$ cat config.mk
export PLATFORM = sky130hd
export DESIGN_NAME = vw_chunk_buffer
export DESIGN_NICKNAME = d
export VERILOG_FILES = /design/src/rtl/vw_chunk_buffer_pkg.sv /design/src/rtl/vw_chunk_bank.sv /design/src/rtl/vw_chunk_buffer.sv
export SDC_FILE = /design/constraint.sdc
export NUM_CORES = 1
export LEC_CHECK = 0
export CAP_MARGIN = 20
export CORE_MARGIN = 2
export CORE_UTILIZATION = 39
export CTS_CLUSTER_SIZE = 28
export DETAILED_ROUTE_END_ITERATION = 10
export SETUP_SLACK_MARGIN = 0.4
export SKIP_CTS_REPAIR_TIMING = 1
export SYNTH_ARGS = -nofsm -noshare
export SYNTH_HDL_FRONTEND = slang
export SYNTH_SLANG_ARGS = --single-unit
$ cat constraint.sdc
create_clock -name clk_in -period 4 [get_ports clk_in]
set_input_delay 0.8 -clock clk_in [delete_from_list [all_inputs] [get_ports clk_in]]
set_output_delay 0.8 -clock clk_in [all_outputs]
set_load 0.02 [all_outputs]
$ cat src/rtl/vw_chunk_buffer_pkg.sv
// Shared sizing helpers for the ping-pong chunk buffer between matmul layers.
package vw_chunk_buffer_pkg;

    // Index width that stays at least one bit wide for degenerate sizes.
    function automatic int unsigned idx_w(input int unsigned n);
        return (n > 1) ? $clog2(n) : 1;
    endfunction

    localparam int unsigned NumBanks = 2;

endpackage

$ cat src/rtl/vw_chunk_bank.sv
// One vector bank: scalar write port, WorkingRegs-wide combinational chunk read mux.
module vw_chunk_bank
    import vw_chunk_buffer_pkg::*;
#(
    parameter int unsigned VecLength   = 8,
    parameter int unsigned WorkingRegs = 2,
    parameter int unsigned NBits       = 8,
    localparam int unsigned ElemW      = idx_w(VecLength),
    localparam int unsigned ChunkW     = idx_w(VecLength / WorkingRegs)
) (
    input  logic                                   clk_in,
    input  logic                                   wr_en,
    input  logic [ElemW-1:0]                       wr_idx,
    input  logic [NBits-1:0]                       wr_data,
    input  logic [ChunkW-1:0]                      rd_ptr,
    output logic [WorkingRegs-1:0][NBits-1:0]      chunk_data
);

    logic [VecLength-1:0][NBits-1:0] mem_q;
    logic [VecLength-1:0][NBits-1:0] mem_d;

    always_comb begin
        mem_d = mem_q;
        if (wr_en) begin
            mem_d[wr_idx] = wr_data;
        end
    end

    // Storage is deliberately not reset; validity is tracked by the owner's full flags.
    always_ff @(posedge clk_in) begin
        mem_q <= mem_d;
    end

    always_comb begin
        chunk_data = '0;
        for (int j = 0; j < int'(WorkingRegs); j++) begin
            chunk_data[j] = mem_q[ElemW'(rd_ptr) * ElemW'(WorkingRegs) + ElemW'(j)];
        end
    end

endmodule

$ cat src/rtl/vw_chunk_buffer.sv
// Ping-pong vector buffer: upstream writes scalars into one bank while downstream reads chunks from the other.
module vw_chunk_buffer
    import vw_chunk_buffer_pkg::*;
#(
    parameter int unsigned VecLength   = 8,
    parameter int unsigned WorkingRegs = 2,
    parameter int unsigned NBits       = 8
) (
    input  logic                              clk_in,
    input  logic                              rst_in,
    input  logic                              wr_en,
    input  logic [NBits-1:0]                  wr_data,
    output logic                              wr_full,
    output logic                              overflow,
    input  logic                              rd_chunk,
    input  logic                              rd_ptr_rst,
    input  logic                              rd_release,
    output logic                              data_ready,
    output logic [WorkingRegs-1:0][NBits-1:0] chunk_data
);

    localparam int unsigned NumChunks = VecLength / WorkingRegs;
    localparam int unsigned ElemW     = idx_w(VecLength);
    localparam int unsigned ChunkW    = idx_w(NumChunks);

    if ((WorkingRegs == 0) || (VecLength == 0) || ((VecLength % WorkingRegs) != 0)) begin : g_bad_cfg
        $error("vw_chunk_buffer: VecLength (%0d) must be a nonzero multiple of WorkingRegs (%0d)",
               VecLength, WorkingRegs);
    end

    logic                wr_bank_q, wr_bank_d;
    logic                rd_bank_q, rd_bank_d;
    logic [ElemW-1:0]    wr_idx_q,  wr_idx_d;
    logic [ChunkW-1:0]   rd_ptr_q,  rd_ptr_d;
    logic [NumBanks-1:0] bank_full_q, bank_full_d;
    logic                overflow_q, overflow_d;

    logic                wr_accept;
    logic [NumBanks-1:0] bank_we;
    logic [WorkingRegs-1:0][NBits-1:0] bank_chunk [NumBanks];

    assign wr_accept = wr_en & ~bank_full_q[wr_bank_q];

    // Write side fills wr_bank; read side walks/releases rd_bank. Full flags are per bank, so
    // a completion and a release in the same cycle always touch different bits.
    always_comb begin
        wr_bank_d   = wr_bank_q;
        rd_bank_d   = rd_bank_q;
        wr_idx_d    = wr_idx_q;
        rd_ptr_d    = rd_ptr_q;
        bank_full_d = bank_full_q;
        overflow_d  = overflow_q;

        if (wr_en && bank_full_q[wr_bank_q]) begin
            overflow_d = 1'b1;
        end

        if (wr_accept) begin
            if (wr_idx_q == ElemW'(VecLength - 1)) begin
                bank_full_d[wr_bank_q] = 1'b1;
                wr_idx_d               = '0;
                wr_bank_d              = ~wr_bank_q;
            end else begin
                wr_idx_d = wr_idx_q + ElemW'(1);
            end
        end

        if (bank_full_q[rd_bank_q]) begin
            if (rd_release) begin
                bank_full_d[rd_bank_q] = 1'b0;
                rd_bank_d              = ~rd_bank_q;
                rd_ptr_d               = '0;
            end else if (rd_ptr_rst) begin
                rd_ptr_d = '0;
            end else if (rd_chunk) begin
                rd_ptr_d = (rd_ptr_q == ChunkW'(NumChunks - 1)) ? '0 : rd_ptr_q + ChunkW'(1);
            end
        end
    end

    always_ff @(posedge clk_in or negedge rst_in) begin
        if (!rst_in) begin
            wr_bank_q   <= 1'b0;
            rd_bank_q   <= 1'b0;
            wr_idx_q    <= '0;
            rd_ptr_q    <= '0;
            bank_full_q <= '0;
            overflow_q  <= 1'b0;
        end else begin
            wr_bank_q   <= wr_bank_d;
            rd_bank_q   <= rd_bank_d;
            wr_idx_q    <= wr_idx_d;
            rd_ptr_q    <= rd_ptr_d;
            bank_full_q <= bank_full_d;
            overflow_q  <= overflow_d;
        end
    end

    for (genvar b = 0; b < int'(NumBanks); b++) begin : g_bank
        assign bank_we[b] = wr_accept && (wr_bank_q == 1'(b));

        vw_chunk_bank #(
            .VecLength   (VecLength),
            .WorkingRegs (WorkingRegs),
            .NBits       (NBits)
        ) u_bank (
            .clk_in     (clk_in),
            .wr_en      (bank_we[b]),
            .wr_idx     (wr_idx_q),
            .wr_data    (wr_data),
            .rd_ptr     (rd_ptr_q),
            .chunk_data (bank_chunk[b])
        );
    end

    assign wr_full    = bank_full_q[wr_bank_q];
    assign overflow   = overflow_q;
    assign data_ready = bank_full_q[rd_bank_q];
    assign chunk_data = data_ready ? bank_chunk[rd_bank_q] : '0;

endmodule

Word-level counts from Yosys, hierarchy flattened

Index checks and enable logic that the tools add are counted.

Add/subtract/negate cells: 3
Multiply operators: 0
Div/mod/pow operators: 0
Order comparisons: 9
Eq/ne operators: 2
Shift-type cells: 0
Mux-type cells: 33
Bitwise logic cells: 8
Reductions and logical operators: 10

Operator list:

| cell                                                       | count |
|---|---|
| bitwise mux 64 bit                                         | 2 |
| 2-to-1 mux 16 bit                                          | 4 |
| binary-select mux 8 bit (select 3 bit)                     | 2 |
| 2-to-1 mux 8 bit                                           | 5 |
| binary-select mux 8 bit (select 2 bit)                     | 2 |
| demux 8 bit (select 3 bit)                                 | 1 |
| 2-to-1 mux 2 bit                                           | 8 |
| less-than comparator 3 x 4 -> 1 bit, second input constant | 3 |
| adder 3 x 1 -> 3 bit, second input constant                | 2 |
| logical AND 1 bit                                          | 6 |
| 2-to-1 mux 1 bit                                           | 6 |
| AND reduction 2 bit                                        | 3 |
| less-than comparator 1 x 2 -> 1 bit, second input constant | 2 |
| equality test 3 bit, second input constant                 | 1 |
| >= comparator 3 x 1 -> 1 bit, second input constant        | 1 |
| 2-to-1 mux 3 bit                                           | 1 |
| inverter 1 bit                                             | 3 |
| nonzero test 3 bit                                         | 1 |
| adder 2 x 1 -> 2 bit, second input constant                | 1 |
| bitwise AND 2 bit                                          | 1 |
| demux 1 bit (select 1 bit)                                 | 2 |
| equality test 2 bit, second input constant                 | 1 |
| >= comparator 1 bit, second input constant                 | 2 |
| >= comparator 2 bit, second input constant                 | 1 |
| other kinds (4)                                            | 4 |

Register bits: 138
Bits in latches: 0
Bits in writable memories: 0
ROM bits: 0
Word-level logic and storage cells: 87
Memories: 0

Longest topological paths before layout

Depth in word-level cells: 10
Mapped depth: 6
Mapped depth without buffers: 4

By module

From an unflattened synthesis, not the netlist that was laid out.

Cell total of the unflattened synthesis: 265
Area total of the unflattened synthesis: 5595.4 um2

Modules (own cells, without submodules):

| module          | times used | cells an instance | area each (um2) | seq. area each (um2) |
|---|---|---|---|---|
| vw_chunk_bank   | 2          | 92                | 2423.6          | 1921.8 |
| vw_chunk_buffer | 1          | 81                | 748.2           | 250.2 |

Worst setup path after synthesis

OpenSTA, ideal clock, no wires.

Kind: input -> register
Start: input port wr_en
End: register g_bank[0].u_bank.mem_q[0] in the netlist's numbering, enable pin
Setup time: 395 ps
Arrival time: 2019 ps
Required time: 3605 ps
Slack: 1587 ps
Cell stages on the path: 3
Buffers on the path: 0
Cell sequence: inv_1 -> or3_1 -> nor4_1

Cells in the longest elaborated chain, start to end: 2

Ends and longest elaborated chain:

| what                 | RTL line               | source |
|---|---|---|
| from (decl)          | vw_chunk_buffer.sv:11  | `input logic wr_en,` |
| bitwise AND 1 bit    | vw_chunk_buffer.sv:42  | `assign wr_accept = wr_en & ~bank_full_q[wr_bank_q];` |
| logical AND 1 bit    | vw_chunk_buffer.sv:100 | `assign bank_we[b] = wr_accept && (wr_bank_q == 1'(b));` |
| to (signal assigned) | vw_chunk_bank.sv:31    | `mem_q <= mem_d;` |
| to (decl)            | vw_chunk_bank.sv:19    | `logic [VecLength-1:0][NBits-1:0] mem_q;` |

Every way passes these cells.
A chain may end at the register's enable or synchronous reset.

==> metrics.txt <==
most common cell in the netlist edfxtp_1; hpwl dp between 7000 and 8000 um; Worst Skew roughly 0.0097 ns; ys flop type edfxtp_1; Crit-path slowest cell or3b_1; final worst path period share a little under nine tenths; Power Internal 3250 uW; setup TNS 0 ns; Cell Area, Synth 5550 um^2; worst-path fanout max 16; Worst Path Required 3.20 ns; Die H around 120 um; Crit. End Element primary output; cell taking the most area after synthesis edfxtp_1; die area about 15000 um^2; grt total ovfl 0; Layout area overhead 20.63%; placed cells roughly 530; Hold Crit Class flop to flop; CTS H-tree lvls 4; GRT Total Usage roughly 16%; Core Box Area between 10000 and 15000 um^2; crit-path cells or3b_1, o221ai_1, clkdlybuf4s50_1; total wire length around 12000 um; IO Port Bufs 32; TritonCTS buffer count 17; post-route ant nets 0; share of cells above drive strength 1 between 10% and 20%; r2r worst-path depth 3; drt wl/cell slightly above 20 um; Reg2Reg Setup Slack 1.93 ns; CP Capture Point chunk_data[11]; Setup crit start rd_bank_q; reg2reg start bank_full_q[0]; run status finished clean; logic depth of the worst setup path including buffers 3; Starting Density between 30% and 40%; pwr/cell area around 690 nW/um^2; design area around 6700 um^2; Distinct cells, synth 33; switching part of the total power 29.74%; Worst-Margin Slew between 0.8 and 0.9 ns; clock power share 31.8%; initial antenna violation count 0; max incr delay on CP approximately 0.75 ns; RSZ-0062 raised after global routing no; DRT iter0 DRCs about 360; clk slew on worst S/H paths approximately 0.06 ns; startpoint types flop; top cells by area, synth edfxtp_1 69%, mux2i_1 12%, dfrtp_1 4.5%, o22a_1 2.5%, o221ai_1 2.4%; Lkg Pwr roughly 0.0024 uW; Util after Layout between 40% and 50%; Max clock buf depth 2; post-route minimum period between 3 and 4 ns; Cell Rows 43; CTS tree built; critical path's top delay family simple AND/OR/NAND/NOR gates; Comb pwr share roughly 26%; Post-synth EDFFs 128; # setup viols final 0; asr flop ratio synth 7.246%; register bit total from synthesis about 140; commonest cells in the netlist 128 x edfxtp_1, 65 x mux2i_1, 16 x o22a_1; clock sink count 138; # IOs 33; Syn Nets 332; first-pass GRT wire length 17420 um; crit path DAT around 2.6 ns; clock root cell clkbuf_16; Post-Syn Area per Cell roughly 18 um^2; Final Hold Viols 0; placed cell areas around 6100 um^2; vias per cell between 5 and 6; P_sw 1376 uW; vias ~3000; vias in the first global route 2947; Setup CP Type flop to primary output; ant diodes 0; top cell type's share of synthesized area just under 70%; Post-Syn Instances between 300 and 400; Max Cap Viol 0; YS warnings 0; Peak VDD IR around 0.00036 V; Sequential Power Share 42.3%; DIE WIDTH 123.3 um; Rel. slew slack 42.04%; max-slew violations 0; r2r endpoint g_bank[0].u_bank.mem_q[6]; Worst-Skew Late Latency a little over 0.4 ns; gpl congestion 0.7900; Buf+Inv Stages, Crit Path 1; largest net degree at the start of global routing 31; # DRC 0; final net count ~380; post-synthesis sequential area ratio 73.76%; non-filler cells, final 560; router iterations before antenna repair 4; Max Freq 0.2913 GHz
worst register-to-register path, stage by stage, from the launching register on:
cell and delay (ns):
dfrtp_1 0.45, or3_1 0.46, nor4_1 0.57, buf_4 0.29
final cells by class:
type	count	area, um^2
fillers	1215	7186
clock buffers	19	432.9
flip-flops and latches	138	4098
well taps	180	225.2
repair buffers	51	475.5
multi-input cells	157	1328
inverters	2	7.507
clock inverters	13	128.9
placed cells by master, fill, tap and decap left out, drive strengths merged, types with 4 or more instances in the layout:
cell	n
nor2	8
edfxtp	128
mux2i	65
clkbuf	19
dfrtp	10
buf	19
clkinv	7
nand2	11
nor3	8
clkinvlp	4
clkdlybuf4s50	32
o22a	16
mux2	4
o221ai	16
stage by stage:
stage                     power, uW  worst slack [ns]  hold WS, ns
after floorplan                2791             1.587       0.5044
after global placement         3168             1.019       0.4379
after detailed placement       3194             1.018       0.4552
after CTS                      4666            0.5641       0.4679
after global routing           4820            0.4290       0.4817
final                          4626            0.5667       0.4632
power by group through the flow:
stage | Combinational (uW) | Clock (uW) | Sequential [uW]
2_1_floorplan | 928 | 0 | 1860
3_3_place_gp | 1200 | 0 | 1970
3_5_place_dp | 1210 | 0 | 1990
4_1_cts | 1210 | 1490 | 1960
5_1_grt | 1290 | 1550 | 1980
6_report | 1200 | 1470 | 1960
sequential cells by signal, summed over array words and instances (netlist names):
| register | flops |
|---|---|
| rd_bank_q | 1 |
| wr_bank_q | 1 |
| rd_ptr_q | 2 |
| wr_idx_q | 3 |
| g_bank.u_bank.mem_q | 128 |
| overflow | 1 |
| bank_full_q | 2 |
cells by family (layout without fill, tap and decap cells):
group	count (synthesis)	count (layout)	share of synthesized area, %
buffers and inverters	20	85	2.322
AOI/OAI and AO/OA	41	41	6.312
and+or+nand+nor	44	44	4.126
DFF	138	138	73.76
muxes	69	69	12.80
adders and majority gates	3	3	0.6764
routing by layer:
| metal | vias to the layer above | routed length, um | track usage, % |
|---|---|---|---|
| li1 | 1372 | - | - |
| met5 | - | 0 | 0 |
| met2 | 78 | 5929 | 26.79 |
| met4 | 0 | 195 | 6.250 |
| met1 | 1474 | 5054 | 21.02 |
| met3 | 14 | 367 | 3.506 |
how the worst min path moves through the flow:
| stage | from | cells after the start | endpoint |
|---|---|---|---|
| finish | overflow | 1 | overflow |
| global route | overflow | 1 | overflow |
| CTS | overflow | 1 | overflow |
| detailed placement | overflow | 1 | overflow |
| global placement | overflow | 1 | overflow |
| floorplan | rst_in | 0 | bank_full_q[0] |
Note: power is estimated with default switching activity, not from simulation.
==> variant 1: new RTL, config.mk and constraints unchanged <==
`NBits` is set to 8 in 2 places; all go to 12.
--- a/src/rtl/vw_chunk_bank.sv
+++ b/src/rtl/vw_chunk_bank.sv
@@ -5,5 +5,5 @@
     parameter int unsigned VecLength   = 8,
     parameter int unsigned WorkingRegs = 2,
-    parameter int unsigned NBits       = 8,
+    parameter int unsigned NBits       = 12,
     localparam int unsigned ElemW      = idx_w(VecLength),
     localparam int unsigned ChunkW     = idx_w(VecLength / WorkingRegs)
--- a/src/rtl/vw_chunk_buffer.sv
+++ b/src/rtl/vw_chunk_buffer.sv
@@ -5,5 +5,5 @@
     parameter int unsigned VecLength   = 8,
     parameter int unsigned WorkingRegs = 2,
-    parameter int unsigned NBits       = 8
+    parameter int unsigned NBits       = 12
 ) (
     input  logic                              clk_in,
Ports: changed (resized chunk_data and wr_data); port bits go from 33 to 45. The function was not compared with the original's and may differ.
==> variant 1 against the original RTL <==
- final cell count up 40%
- setup slack lost 31 ps
- sequential cell count grew 64
- power up 38%
- synthesized area grew 45%
- wire length increased by 45%
- hold slack improved by 8.6 ps
- sequential power grew 42%
- design area is 43% higher
- critical path type unchanged
- critical endpoint is now chunk_data[14]
- largest cell class unchanged
- highest routed layer unchanged
==> variant 1: results (changes against the original RTL) <==
Leakage Power=3.34 nW (was 2.38 nW); CP max FO=36 (was 16); Clk Latency, worst-skew pair=480 ps (was 410 ps); routed len/inst=21.3 um (was 20.6 um); dpl cell area=0.00891 mm2 (was 0.00613 mm2); CP endpoint=chunk_data[14] (was chunk_data[11]); Slew headroom=56.5% (was 42.0%); synth top area cells=edfxtp_1 (72%), mux2i_1 (12%), dfrtp_1 (3.1%) (was edfxtp_1 (69%), mux2i_1 (12%), dfrtp_1 (4.5%)); Final #Nets=521 (was 384); Iter 0 DRT Violations=261 (was 357); dpl hpwl=9.71 mm (was 7.34 mm); pin count of the biggest net entering global routing=37 (was 31); fmax=0.289 GHz (was 0.291 GHz); htree depth=1 (was 4); internal power=4.48 mW (was 3.25 mW); first-pass GRT wire length=25.2 mm (was 17.4 mm); leading cell types by count after synthesis=edfxtp_1 (192), mux2i_1 (97), o22a_1 (24) (was edfxtp_1 (128), mux2i_1 (65), o22a_1 (16)); routability cong.=0.727 (was 0.790); most frequent cell after synthesis=edfxtp_1 (unchanged); CTS Root Cell=clkbuf_16 (unchanged); Post-Syn Nets=456 (was 332); crit path from=rd_ptr_q[1] (was rd_bank_q); dpl ws=877 ps (was 1020 ps); share of layout cells above drive strength 1=15.2% (was 13.9%); FF-to-FF End=g_bank[0].u_bank.mem_q[19] (was g_bank[0].u_bank.mem_q[6]); clock skew after layout=6.23 ps (was 9.67 ps); gr usage total=15.4% (was 16.2%); clock-pin slew on the worst setup and hold paths=50 ps; FILL cells=1699 (was 1215); worst flop-to-flop path startpoint=bank_full_q[0] (unchanged); drt via density=5.24 (was 5.25); drt pass-1 iters=4 (unchanged); IO buf count=44 (was 32); number of global-route vias before repair=4229 (was 2947); synth warn=0 (unchanged); post-synthesis sequential area ratio=74.9% (was 73.8%); Max Buffers Root-to-Sink=3 (was 2); Post-synth ARST share=4.95% (was 7.25%); R2R cell count=3 (unchanged); Netlist cell types=31 (was 33); antenna violations before repair=1 (was 0); CTS Buf Count=21 (was 17); Largest regs=g_bank.u_bank.mem_q: 192 flops, wr_idx_q: 3 flops (was g_bank.u_bank.mem_q: 128 flops, wr_idx_q: 3 flops); VDD IR-drop max=0.000356 V (was 0.000360 V); r2r setup slk=2020 ps (was 1930 ps); Worst Hold Class=reg2reg (unchanged); Worst Path Arrival=2660 ps (was 2630 ps); status=finished, final reports clean (unchanged); Post-synth EDFFs=192 (was 128)
variant 1: layer usage:
metal	global-route usage [%]	vias to the layer above	share of wire, %	routed length, um
met1	21.0	2070	44	7430
met3	3.12	31	5.6	941
met4	3.70	0	2.0	342
li1	-	1900	-	-
met5	0	-	0	0
met2	25.6	110	48	8010
variant 1: cell type report:
class	count	area (um2)	area share [%]
Clock buffer	24	537	5.60
Sequential cell	202	6020	62.8
Tap cell	270	338	3.53
Multi-Input combinational cell	205	1900	19.9
Timing Repair Buffer	68	666	6.95
Clock inverter	12	109	1.14
Antenna cell	1	2.50	0.0261
Inverter	2	7.51	0.0783
variant 1: worst min path at each step:
stage                     endpoint  slack (ps)  cells past startpoint     start
CTS                       overflow         480                      1  overflow
floorplan           bank_full_q[0]         500                      0    rst_in
finish                    overflow         470                      1  overflow
global route              overflow         510                      1  overflow
global placement          overflow         450                      1  overflow
detailed placement        overflow         460                      1  overflow
variant 1: logic make-up (layout without fill, tap and decap cells):
logic type	count (synthesis)	in the layout	share of synthesized area, %
buf+inv	28	106	2.12
mux	101	101	12.8
compound gates	57	57	6.88
flops	202	202	74.9
fa+ha+maj	3	3	0.467
other cells	0	1	0
simple gates	44	44	2.85
variant 1: power by group through the flow:
stage | sequential [mW] | clock (mW) | combinational (mW)
2_1_floorplan | 2.69 | 0 | 1.27
3_3_place_gp | 2.85 | 0 | 1.66
3_5_place_dp | 2.86 | 0 | 1.69
4_1_cts | 2.82 | 1.88 | 1.70
5_1_grt | 2.83 | 1.96 | 1.87
6_report | 2.79 | 1.84 | 1.74
variant 1: through the flow:
step	util [%]	hold WS, ps	instances
global route	47.4	506	784
CTS	47.2	479	782
global placement	44.0	452	746
detailed placement	44.0	463	746
floorplan	-	504	435
finish	47.4	472	784
variant 1: critical path: stages (launching register included):
cell and delay (ps):
dfrtp_4 680, buf_12 320, mux2i_1 280, o22a_1 180, o221ai_1 120, clkdlybuf4s50_1 580
==> variant 2: new RTL, same flow settings <==
Without the edit above. Reset style: synchronous (`rst_in`), changed in one clocked block.
--- a/src/rtl/vw_chunk_buffer.sv
+++ b/src/rtl/vw_chunk_buffer.sv
@@ -79,5 +79,5 @@
     end
 
-    always_ff @(posedge clk_in or negedge rst_in) begin
+    always_ff @(posedge clk_in) begin
         if (!rst_in) begin
             wr_bank_q   <= 1'b0;
Formal check against the unedited RTL: differs if rst_in is asserted again (counterexample within 10 cycles, from zero or initial values and one cycle with rst_in low); with rst_in held inactive, the same outputs for 10 cycles.
==> variant 2 against the original RTL <==
- design area is 0.41% lower
- largest cell class unchanged
- first-iteration DRC count is 37% lower
- setup slack better by 24 ps
- final cell count is 1.8% higher
- wire length is 2.5% higher
- synthesized area hardly changed
- sequential cell count stayed put
- register-to-register slack worse by 30 ps
Power is not compared: it rests on default switching activity, and its combinational part moved more than twofold at a synthesized area within 25%.
==> variant 2: results (changes against the original RTL) <==
largest register by flop count=g_bank.u_bank.mem_q (unchanged); post-synthesis sequential area ratio=72.8% (was 73.8%); pin count of the biggest net entering global routing=33 (was 31); CP max FO=15 (was 16); antenna violations before repair=0 (unchanged); Post-synth ARST share=0% (was 7.25%); Iter 0 DRT Violations=225 (was 357); share of layout cells above drive strength 1=27.2% (was 13.9%); DR vias=3039 (was 2938); Largest regs=g_bank.u_bank.mem_q: 128 flops, wr_idx_q: 3 flops (unchanged); antenna cells=0 (unchanged); Netlist cell types=29 (was 33); gr usage total=17.2% (was 16.2%); number of global-route vias before repair=3212 (was 2947); CTS Buf Count=17 (unchanged); Worst Path Arrival=2610 ps (was 2630 ps); dpl hpwl=7.44 mm (was 7.34 mm); synth top area cells=edfxtp_1 (69%), mux2_2 (13%), dfxtp_1 (3.6%) (was edfxtp_1 (69%), mux2i_1 (12%), dfrtp_1 (4.5%)); dpl cell area=0.00607 mm2 (was 0.00613 mm2); routability cong.=0.760 (was 0.790); ys flop type=edfxtp_1 (unchanged); clock skew after layout=12.4 ps (was 9.67 ps); drt pass-1 iters=4 (unchanged); VDD IR-drop max=0.000242 V; routed wire length=11.8 mm (was 11.5 mm); Leakage Power=2.11 nW; Final #Nets=394 (was 384); Post-Syn Nets=355 (was 332); clock-pin slew on the worst setup and hold paths=60 ps (about the same); status=finished, final reports clean (unchanged); leading cell types by count after synthesis=edfxtp_1 (128), mux2_2 (64), o22ai_1 (32) (was edfxtp_1 (128), mux2i_1 (65), o22a_1 (16)); synth warn=0 (unchanged); IO buf count=32 (unchanged); CTS Root Cell=clkbuf_16 (unchanged); Slew headroom=40.5% (was 42.0%); Post-synth EDFFs=128 (unchanged); NetSw=0.603 mW; first-pass GRT wire length=18.3 mm (was 17.4 mm)
-- variant 2: cell count changes in the layout (fill, tap and decap cells not counted), sizes merged, moves of 6 or more --
cell	delta
dfrtp	-10
o22a	-16
nor3	+13
mux2i	-63
o221ai	-16
a21oi	+6
nor2	+10
buf	-11
o22ai	+32
dfxtp	+10
nand2	-7
mux2	+60
-- variant 2: through the flow --
stage	hold slack (ps)	total power, mW	instances	worst slack [ps]	utilization [%]
2_1_floorplan	495	1.65	338	1480	-
3_3_place_gp	469	1.70	538	870	43.7
3_5_place_dp	476	1.70	538	805	43.7
4_1_cts	486	3.28	570	425	48.0
5_1_grt	539	3.35	570	443	48.0
6_report	479	3.25	570	591	48.0
-- variant 2: cells by family after synthesis --
group | share of synthesized area (%)
simple gates | 5.20
compound gates | 5.52
buf+inv | 2.18
fa+ha+maj | 0.676
mux | 13.6
flops | 72.8
-- variant 2: layout make-up --
type                    instances  area (um2)
well taps                     180         225
clock inverters                11         151
multi-input cells             176        1400
repair buffers                 40         393
fillers                      1202        7210
inverters                       4        15.0
flip-flops and latches        138        4050
clock buffers                  21         440
-- variant 2: worst max-delay path, stage by stage, from the launching register on --
cell and delay [ps]:
dfxtp_1 510, mux2i_2 790, buf_4 270, nor3_1 70, clkdlybuf4s50_1 540
-- variant 2: power groups by stage --
stage	clock network [mW]	logic (mW)	registers, mW
6_report	1.58	0.0733	1.60
5_1_grt	1.67	0.0805	1.60
4_1_cts	1.61	0.0753	1.60
3_5_place_dp	0	0.0753	1.63
3_3_place_gp	0	0.0729	1.63
2_1_floorplan	0	0.0273	1.62
-- variant 2: routing by layer --
metal	part of all wire [%]	GRT usage, %	vias to the layer above
li1	-	-	1416
met1	44	22.0	1527
met2	49	26.8	80
met3	5.5	5.30	16
met4	1.7	7.74	0
met5	0	0	-
-- variant 2: final timing paths --
check,startpoint,to,slack (ps),cells past startpoint
setup / recovery,rd_bank_q,chunk_data[14],590,4
hold / removal,overflow,overflow,480,2
setup reg to reg,wr_bank_q,g_bank[1].u_bank.mem_q[43],1900,2
hold reg to reg,overflow,overflow,480,2
